### src/rtl/rom_pipe_pkg.sv
// rom_pkg: shared constants and helpers for the pipelined ROM
// Contents: clog2, LEAF_ADDR_W (address bits resolved inside one LUT bank),
//           leaf_count (number of 16-word LUT banks for a given depth)
package rom_pkg;

   localparam int LEAF_ADDR_W = 4;

   function automatic int clog2(input int n);
      int r;
      r = 0;
      for (int i = 0; i < 32; i++) if ((1 << r) < n) r++;
      return r;
   endfunction

   function automatic int leaf_count(input int depth);
      return depth >> LEAF_ADDR_W;
   endfunction

endpackage

### src/rtl/rom_pipe_leaf16.sv
// rom_leaf16: combinational 16-word LUT bank, one LUT4 per data bit
// Ports: ADDR  word select within the bank
//        DATA  selected word; bit b of word w is INIT16[w*WIDTH+b]
module rom_leaf16
   import rom_pkg::*;
#(
   parameter int                  WIDTH  = 8,
   parameter logic [16*WIDTH-1:0] INIT16 = '0
) (
   input  logic [LEAF_ADDR_W-1:0] ADDR,
   output logic [WIDTH-1:0]       DATA
);

   for (genvar b = 0; b < WIDTH; b++) begin : g_bit
      logic [15:0] t;
      for (genvar w = 0; w < 16; w++) begin : g_w
         assign t[w] = INIT16[w*WIDTH+b];
      end
      assign DATA[b] = t[ADDR];
   end

endmodule

### src/rtl/rom_pipe.sv
// rom_pipe: pipelined ROM with valid/ready handshake, contents fixed by INIT
// Ports: CLK/RESET (async, active-high); I_ADDR/I_VALID/I_READY address in;
//        O_DATA/O_ADDR/O_VALID/O_READY word out with its source address.
// Build option ROM_PIPE_EN: register the leaf words between the LUT banks and
//        the mux tree (latency 2); without it the read is 1 cycle.
module rom_pipe
   import rom_pkg::*;
#(
   parameter int                       WIDTH  = 8,
   parameter int                       DEPTH  = 256,
   parameter logic [DEPTH*WIDTH-1:0]   INIT   = '0,
   localparam int                      ADDR_W = clog2(DEPTH)
) (
   input  logic              CLK,
   input  logic              RESET,
   input  logic [ADDR_W-1:0] I_ADDR,
   input  logic              I_VALID,
   output logic              I_READY,
   output logic [WIDTH-1:0]  O_DATA,
   output logic [ADDR_W-1:0] O_ADDR,
   output logic              O_VALID,
   input  logic              O_READY
);

   localparam int L  = leaf_count(DEPTH);
   localparam int U  = ADDR_W - LEAF_ADDR_W;
   localparam int UW = U > 0 ? U : 1;

   logic              stall;
   logic [L*WIDTH-1:0] leaf_c, leaf_s;
   logic [ADDR_W-1:0]  addr_s;
   logic               valid_s;
   logic [UW-1:0]      hi;
   logic [WIDTH-1:0]   node [0:2*L-2];

   // one stall signal freezes every stage, so bubbles are kept, never squeezed
   assign stall   = O_VALID && !O_READY;
   assign I_READY = !stall;

   for (genvar i = 0; i < L; i++) begin : g_leaf
      rom_leaf16 #(.WIDTH(WIDTH), .INIT16(INIT[i*16*WIDTH +: 16*WIDTH])) u_leaf (
         .ADDR(I_ADDR[LEAF_ADDR_W-1:0]),
         .DATA(leaf_c[i*WIDTH +: WIDTH])
      );
   end

`ifdef ROM_PIPE_EN
   logic [L*WIDTH-1:0] leaf_q;
   logic [ADDR_W-1:0]  addr_q;
   logic               valid_q;
   always_ff @(posedge CLK or posedge RESET)
      if (RESET) begin
         leaf_q  <= '0;
         addr_q  <= '0;
         valid_q <= 1'b0;
      end else if (!stall) begin
         leaf_q  <= leaf_c;
         addr_q  <= I_ADDR;
         valid_q <= I_VALID;
      end
   assign leaf_s  = leaf_q;
   assign addr_s  = addr_q;
   assign valid_s = valid_q;
`else
   assign leaf_s  = leaf_c;
   assign addr_s  = I_ADDR;
   assign valid_s = I_VALID;
`endif

   // heap-ordered 2:1 tree: node n has children 2n+1 (bit 0) and 2n+2 (bit 1),
   // leaves sit at L-1.., and a node at depth d selects on upper bit U-1-d
   assign hi = UW'(addr_s >> LEAF_ADDR_W);

   for (genvar i = 0; i < L; i++) begin : g_tleaf
      assign node[L-1+i] = leaf_s[i*WIDTH +: WIDTH];
   end

   for (genvar n = 0; n < L - 1; n++) begin : g_mux
      localparam int DP = clog2(n + 2) - 1;
      assign node[n] = hi[U-1-DP] ? node[2*n+2] : node[2*n+1];
   end

   always_ff @(posedge CLK or posedge RESET)
      if (RESET) begin
         O_VALID <= 1'b0;
         O_DATA  <= '0;
         O_ADDR  <= '0;
      end else if (!stall) begin
         O_VALID <= valid_s;
         O_DATA  <= node[0];
         O_ADDR  <= addr_s;
      end

endmodule

### config.mk
export PLATFORM = sky130hd
export DESIGN_NAME = rom_pipe
export DESIGN_NICKNAME = d
export VERILOG_FILES = /design/src/rtl/rom_pipe_pkg.sv /design/src/rtl/rom_pipe_leaf16.sv /design/src/rtl/rom_pipe.sv
export SDC_FILE = /design/constraint.sdc
export NUM_CORES = 1
export LEC_CHECK = 0
export CAP_MARGIN = 20
export CORE_AREA = 2 2 39 41
export CTS_BUF_LIST = sky130_fd_sc_hd__clkbuf_4 sky130_fd_sc_hd__clkbuf_8
export CTS_CLUSTER_DIAMETER = 80
export DETAILED_ROUTE_END_ITERATION = 7
export DIE_AREA = 0 0 41 43
export GPL_TIMING_DRIVEN = 0
export PLACE_DENSITY_LB_ADDON = 0.3
export SETUP_SLACK_MARGIN = 0.15
export SYNTH_ARGS = -nofsm -noshare
export SYNTH_HDL_FRONTEND = slang
export SYNTH_SLANG_ARGS = --single-unit
### constraint.sdc
create_clock -name CLK -period 1.5 [get_ports CLK]
set_input_delay 0.225 -clock CLK [delete_from_list [all_inputs] [get_ports CLK]]
set_output_delay 0.225 -clock CLK [all_outputs]
set_load 0.01 [all_outputs]
==> results of run 1 <==
layer usage:
layer / share of wire / wire length, um / vias to the layer above
met3: 0.063 / 53 / 2
met2: 0.55 / 465 / 11
met4: 0.013 / 11 / 0
li1: - / - / 147
met5: 0 / 0 / -
met1: 0.37 / 313 / 151
state kept, by name, indices dropped and copies added (netlist names):
register	cells
O_ADDR	8
O_VALID	1
area by class of cell:
type	count	area (sq um)	area share
sequential	9	225	0.309
timing repair buffer	22	200	0.275
multi-input combinational	18	170	0.234
buffer	9	75.1	0.103
clock buffer	4	30.0	0.0412
tap	16	20.0	0.0275
inverter	2	7.51	0.0103
synthesized netlist by cell type:
cell type | n | area, sq um
inv_1 | 2 | 7.51
mux2_4 | 8 | 120
nor2b_4 | 1 | 13.8
conb_1 | 1 | 3.75
dfrtp_1 | 9 | 225
buf_4 | 8 | 60.1
buf_6 | 1 | 11.3
or2_2 | 1 | 6.26
path summary, 6_finish.rpt:
kind | slack (ns) | end
worst max-delay path | 0.25 | I_READY
worst min-delay path | 0.23 | O_ADDR[0]
worst max register to register | 0.29 | O_ADDR[3]
worst min register to register | 0.51 | O_ADDR[4]
max in group asynchronous | 1.03 | O_ADDR[5]
min in group CLK | 0.51 | O_ADDR[4]
critical path: cells and delay by family, from the launching register on:
family	cells	cell delay, ns
buffers and inverters	3	0.27
DFF	1	0.37
and+or+nand+nor	1	0.13
through the flow:
step / utilization / power [uW] / instances / setup TNS (ns) / hold slack (ns)
2_1_floorplan: - / 375 / 38 / 0 / 0.0529
3_3_place_gp: 0.509 / 461 / 75 / -0.232 / 0.490
3_5_place_dp: 0.509 / 463 / 75 / -0.235 / 0.495
4_1_cts: 0.530 / 656 / 80 / 0 / 0.237
5_1_grt: 0.526 / 673 / 80 / 0 / 0.273
6_report: 0.526 / 647 / 80 / 0 / 0.225
logic make-up (layout without fill, tap and decap cells):
family | count (synthesis) | count (layout) | synth area share
other cells | 1 | 8 | 0.00837
flops | 9 | 9 | 0.503
mux | 8 | 8 | 0.268
simple gates | 2 | 2 | 0.0447
buf+inv | 11 | 37 | 0.176
placed cells by master (no fill, tap or decap):
master | Yosys | layout
or2_2 | 1 | 1
dfrtp_1 | 9 | 9
nor2b_4 | 1 | 1
dlygate4sd2_1 | 0 | 10
clkdlybuf4s50_1 | 0 | 10
buf_4 | 8 | 9
mux2_4 | 8 | 8
inv_1 | 2 | 2
clkbuf_2 | 0 | 1
clkbuf_4 | 0 | 4
conb_1 | 1 | 8
buf_8 | 0 | 1
power breakdown:
part / internal, uW / total [uW] / switching [uW]
registers: 266 / 277 / 11.3
clock network: 121 / 205 / 84.6
logic: 105 / 165 / 59.9
total: 492 / 647 / 156
what timing repair did:
action / CTS / global route
setup endpoints to repair: 10 / 1
setup buffers: 1 / 0
pin swaps: 0 / 0
resized for setup: 13 / 1
gates cloned: 0 / 0
==> summary.txt, run 1 <==
Status
  • Status: completed

Route
  • First-pass DRT Iterations: 3
  • Routed Antenna Nets: 0
  • WL per Instance: 10.6 um
  • Initial DRC count: 2
  • DRT Wirelength: 844 um
  • DRC viols: 0
  • Via Count: ~310
  • Vias per inst: 3.89

Floorplanning
  • Starting Density: 0.324
  • I/O Pins: 30
  • Die Y: 43 um
  • Die area: 1760 sq um
  • Row cnt: 14
  • Die span in x: 41 um
  • Placeable Area: around 1400 sq um

STA
  • Fin. max-slew vios: 0
  • Final Skew: 0.000279 ns
  • Final Hold Fails: 0
  • Final Cycle Share: 0.835
  • RSZ-0062 raised after global routing: false
  • Final setup viols: 0
  • Fmax: 798 MHz
  • Setup ws final: 0.247 ns
  • Min cycle time layout: 1.25 ns

Yosys
  • Register area share after synthesis: 0.503
  • Avg Inst Size Synth: 14.4 sq um
  • Synthesized area: 448 sq um
  • Synth unique cells: 8
  • Synth Register Bits: 9
  • Syn. warnings: 0
  • Mapped Cells: 31

Critical path
  • Maximum fanout along the worst path: 2
  • Slowest stage delay, CP: 0.37 ns
  • R2r startpoint: O_VALID
  • Reg2Reg Depth: 4
  • Slowest-stage cell, CP: dfrtp_1
  • Setup crit end kind: output pin
  • CP required: 1.27 ns
  • Worst setup path start: O_VALID
  • CP startpoint kind: flop
  • Setup CP Type: flop to output pin
  • Cell Chain, Critical Path: nor2b_4 > buf_8 > inv_1 > clkbuf_2
  • Crit path arrival time: 1.03 ns

Global routing
  • GRT Total Usage: 0.107
  • Grt met1 use: 0.103
  • Largest net degree at the start of global routing: 10
  • Routing usage on met2: 0.175
  • Vias in the first global route: 294
  • First-pass GRT wire length: 1.19 mm
  • Met3 usage: 0
  • Gr busiest metal: met2
  • Total global routing overflow: 0
  • Antenna violations before repair: 0

Place
  • Post-DP HPWL: 612 um
  • DP Worst Slack: -0.235 ns
  • DP Area: 704 sq um
  • Placer Congestion: slightly above 0.6
  • Port bufs: 21

Cells and area
  • N_diodes: 0
  • Post-layout net count: 77
  • Area Overhead vs Synth: 62.6%
  • Post-route cell area: 728 sq um
  • Layout cells sized above 1: 0.391
  • Fillers: 125

Pwr
  • Pwr Density: 889 nW/um^2
  • VDD IR-drop max: 0.253 mV
  • Static leakage: 0.000382 uW

Clocking
  • Post-CTS Hold Fix Bufs: 0
  • Longest Clk Path Bufs: 2
  • Clock sink total: 9
  • H-Tree Level Count: 1
  • Root Driver: clkbuf_4
  • CTS tree: done
  • Worst-Skew Late Latency: 0.26 ns
  • Clock-pin slew on the worst setup and hold paths: 0.06 ns
  • Cts bufs inserted: 3

Worst hold path
  • Min-delay worst type: input pin to async pin

Run
  • Maxcap violations: 0
(Power assumes the default switching activity.)
==> inputs of run 2 (changes only) <==
Clock period 1.5 ns to 1.25 ns, I/O delays scaled along.
==> run 2 against run 1 <==
Non-clock buffer count stayed put. Via count down 0.96%. Clock power increased by 20%. Clock skew did not move. Sequential cell count did not move. Critical path depth grew 1. Combinational power up 27%. Critical path type is now input pin to flop. Cell count unchanged. Register-to-register slack worse by 0.21 ns. Die area is the same. Global-route usage down 0.30 points. Worst setup slack got worse by 0.19 ns.
==> summary.txt, run 2 (synthesis gave the netlist of run 1 again) <==
Place
  • DP Worst Slack: -0.410 ns
  • Placer Congestion: 0.604
  • Port bufs: 21
  • Post-DP HPWL: 612 um

Route
  • Initial DRC count: 2
  • First-pass DRT Iterations: 3
  • Via Count: about 310
  • DRT Wirelength: 830 um
  • Routed Antenna Nets: 0
  • DRC viols: 0
  • WL per Instance: 10.4 um
  • Vias per inst: 3.85

Pwr
  • Switching share of power: 0.239
  • Reg power frac: 0.423
  • Pwr Density: roughly 1100 nW/um^2
  • Switching power: about 190 uW
  • Clock power share: 0.312
  • Comb pwr share: 0.265
  • Internal: 601 uW
  • VDD IR-drop max: slightly above 0.3 mV
  • Static leakage: about 0.00038 uW

Critical path
  • Worst reg2reg setup slack: around 0.080 ns
  • Crit path arrival time: about 1.3 ns
  • Maximum fanout along the worst path: 9
  • Setup CP Type: input pin to flop
  • CP required: 1.39 ns
  • CP startpoint kind: input pin
  • FF-to-FF End: O_ADDR[3]
  • Setup crit end kind: flop
  • Cell Chain, Critical Path: clkdlybuf4s50_1 > nor2b_4 > buf_8 > buf_6 > mux2_4
  • CP Buf/Inv Count: 3
  • Slowest stage delay, CP: 0.44 ns
  • Slowest-stage cell, CP: clkdlybuf4s50_1
  • Reg2Reg Depth: 4
  • CP delay by family, top: buffers and inverters
  • R2r startpoint: O_VALID

Run
  • Maxcap violations: 0

STA
  • Min cycle time layout: 1.19 ns
  • RSZ-0062 raised after global routing: true
  • Fmax: 838 MHz
  • Final Hold Fails: 0
  • Setup TNS: 0 ns
  • Fin. max-slew vios: 0
  • Final setup viols: 0
  • Setup ws final: 0.0562 ns
  • Final Cycle Share: 0.955
  • Final Skew: 0.000279 ns

Clocking
  • Root Driver: clkbuf_4
  • Clock-pin slew on the worst setup and hold paths: 0.06 ns
  • H-Tree Level Count: 1
  • Worst-Skew Late Latency: approximately 0.26 ns
  • Post-CTS Hold Fix Bufs: 0
  • Cts bufs inserted: 3
  • Longest Clk Path Bufs: 2
  • CTS tree: done
  • Clock sink total: 9

Cells and area
  • Leading cell type in the layout, fill and taps excluded: clkdlybuf4s50_1
  • Area Overhead vs Synth: 67.3%
  • Post-layout net count: 77
  • Max reg flops: 8
  • Top reg by flops: O_ADDR
  • Most frequent cells in the layout: 11 x clkdlybuf4s50_1, 9 x dfrtp_1
  • Layout cells sized above 1: 0.406
  • Biggest regs: O_ADDR: 8 flops, O_VALID: 1 flops
  • N_diodes: 0

Floorplanning
  • Die span in x: 41 um
  • Die area: 1760 sq um
  • Row cnt: 14
  • Die Y: 43 um
  • I/O Pins: 30
  • Placeable Area: 1380 sq um
  • Starting Density: 0.324

Global routing
  • GRT Total Usage: 0.104
  • First-pass GRT wire length: about 1.1 mm
  • Antenna violations before repair: 0
  • Total global routing overflow: 0
  • Vias in the first global route: approximately 280
  • Largest net degree at the start of global routing: 10

Worst hold path
  • Min-delay worst type: input pin to async pin

Status
  • Status: completed
-- run 2: cell types whose count changed in the layout (fill, tap and decap cells not counted) --
cell,previous run,this run
clkbuf_2,1,0
clkdlybuf4s50_1,10,11
dlygate4sd2_1,10,1
buf_4,9,8
inv_2,0,1
inv_1,2,1
buf_6,0,2
clkdlybuf4s15_1,0,8
-- run 2: layer usage --
metal	up-vias	wire length, um	track usage
met4	0	11	0.120
met1	148	315	0.100
met3	2	51	0
met2	11	451	0.169
met5	-	0	0
li1	147	-	-
-- run 2: worst reg2reg max path, delay by kind of cell, from the launching register on --
family                 cells  cell delay, ns
DFF                        1            0.34
muxes                      1            0.32
buffers and inverters      2            0.26
and+or+nand+nor            1            0.15
-- run 2: power groups by stage --
stage	registers, uW	clock network (uW)	logic [uW]
final	334	246	209
after floorplan	353	0	97.7
after detailed placement	339	0	217
after global routing	338	260	223
after CTS	335	254	211
after global placement	339	0	214
-- run 2: worst max-delay path by stage --
stage | start | end | slack [ns] | cells past startpoint
floorplan | O_VALID | O_ADDR[0] | 0.16 | 3
global placement | O_READY | I_READY | -0.41 | 5
detailed placement | O_READY | I_READY | -0.41 | 5
CTS | O_VALID | I_READY | 0.05 | 4
global route | O_VALID | I_READY | 0.03 | 4
finish | O_READY | O_ADDR[3] | 0.06 | 5
-- run 2: area by class of cell --
cell class / instances / area, sq um
inverter: 2 / 7.51
buffer: 9 / 75.1
timing repair buffer: 22 / 221
sequential: 9 / 225
fill: 123 / 634
clock buffer: 4 / 30.0
multi-input combinational: 18 / 170
tap: 16 / 20.0
-- run 2: metrics by stage --
step                cells  hold WS (ns)  cell area (sq um)  utilization  power (uW)
global placement       75         0.470                704        0.509         553
finish                 80         0.188                749        0.542         790
detailed placement     75         0.473                704        0.509         556
CTS                    80         0.199                749        0.542         800
floorplan              38        0.0154                474            -         450
global route           80         0.235                749        0.542         821
-- run 2: repair_timing --
item,CTS,global route
buffers inserted,1,0
endpoints found under the setup margin,10,11
resized for setup,25,0
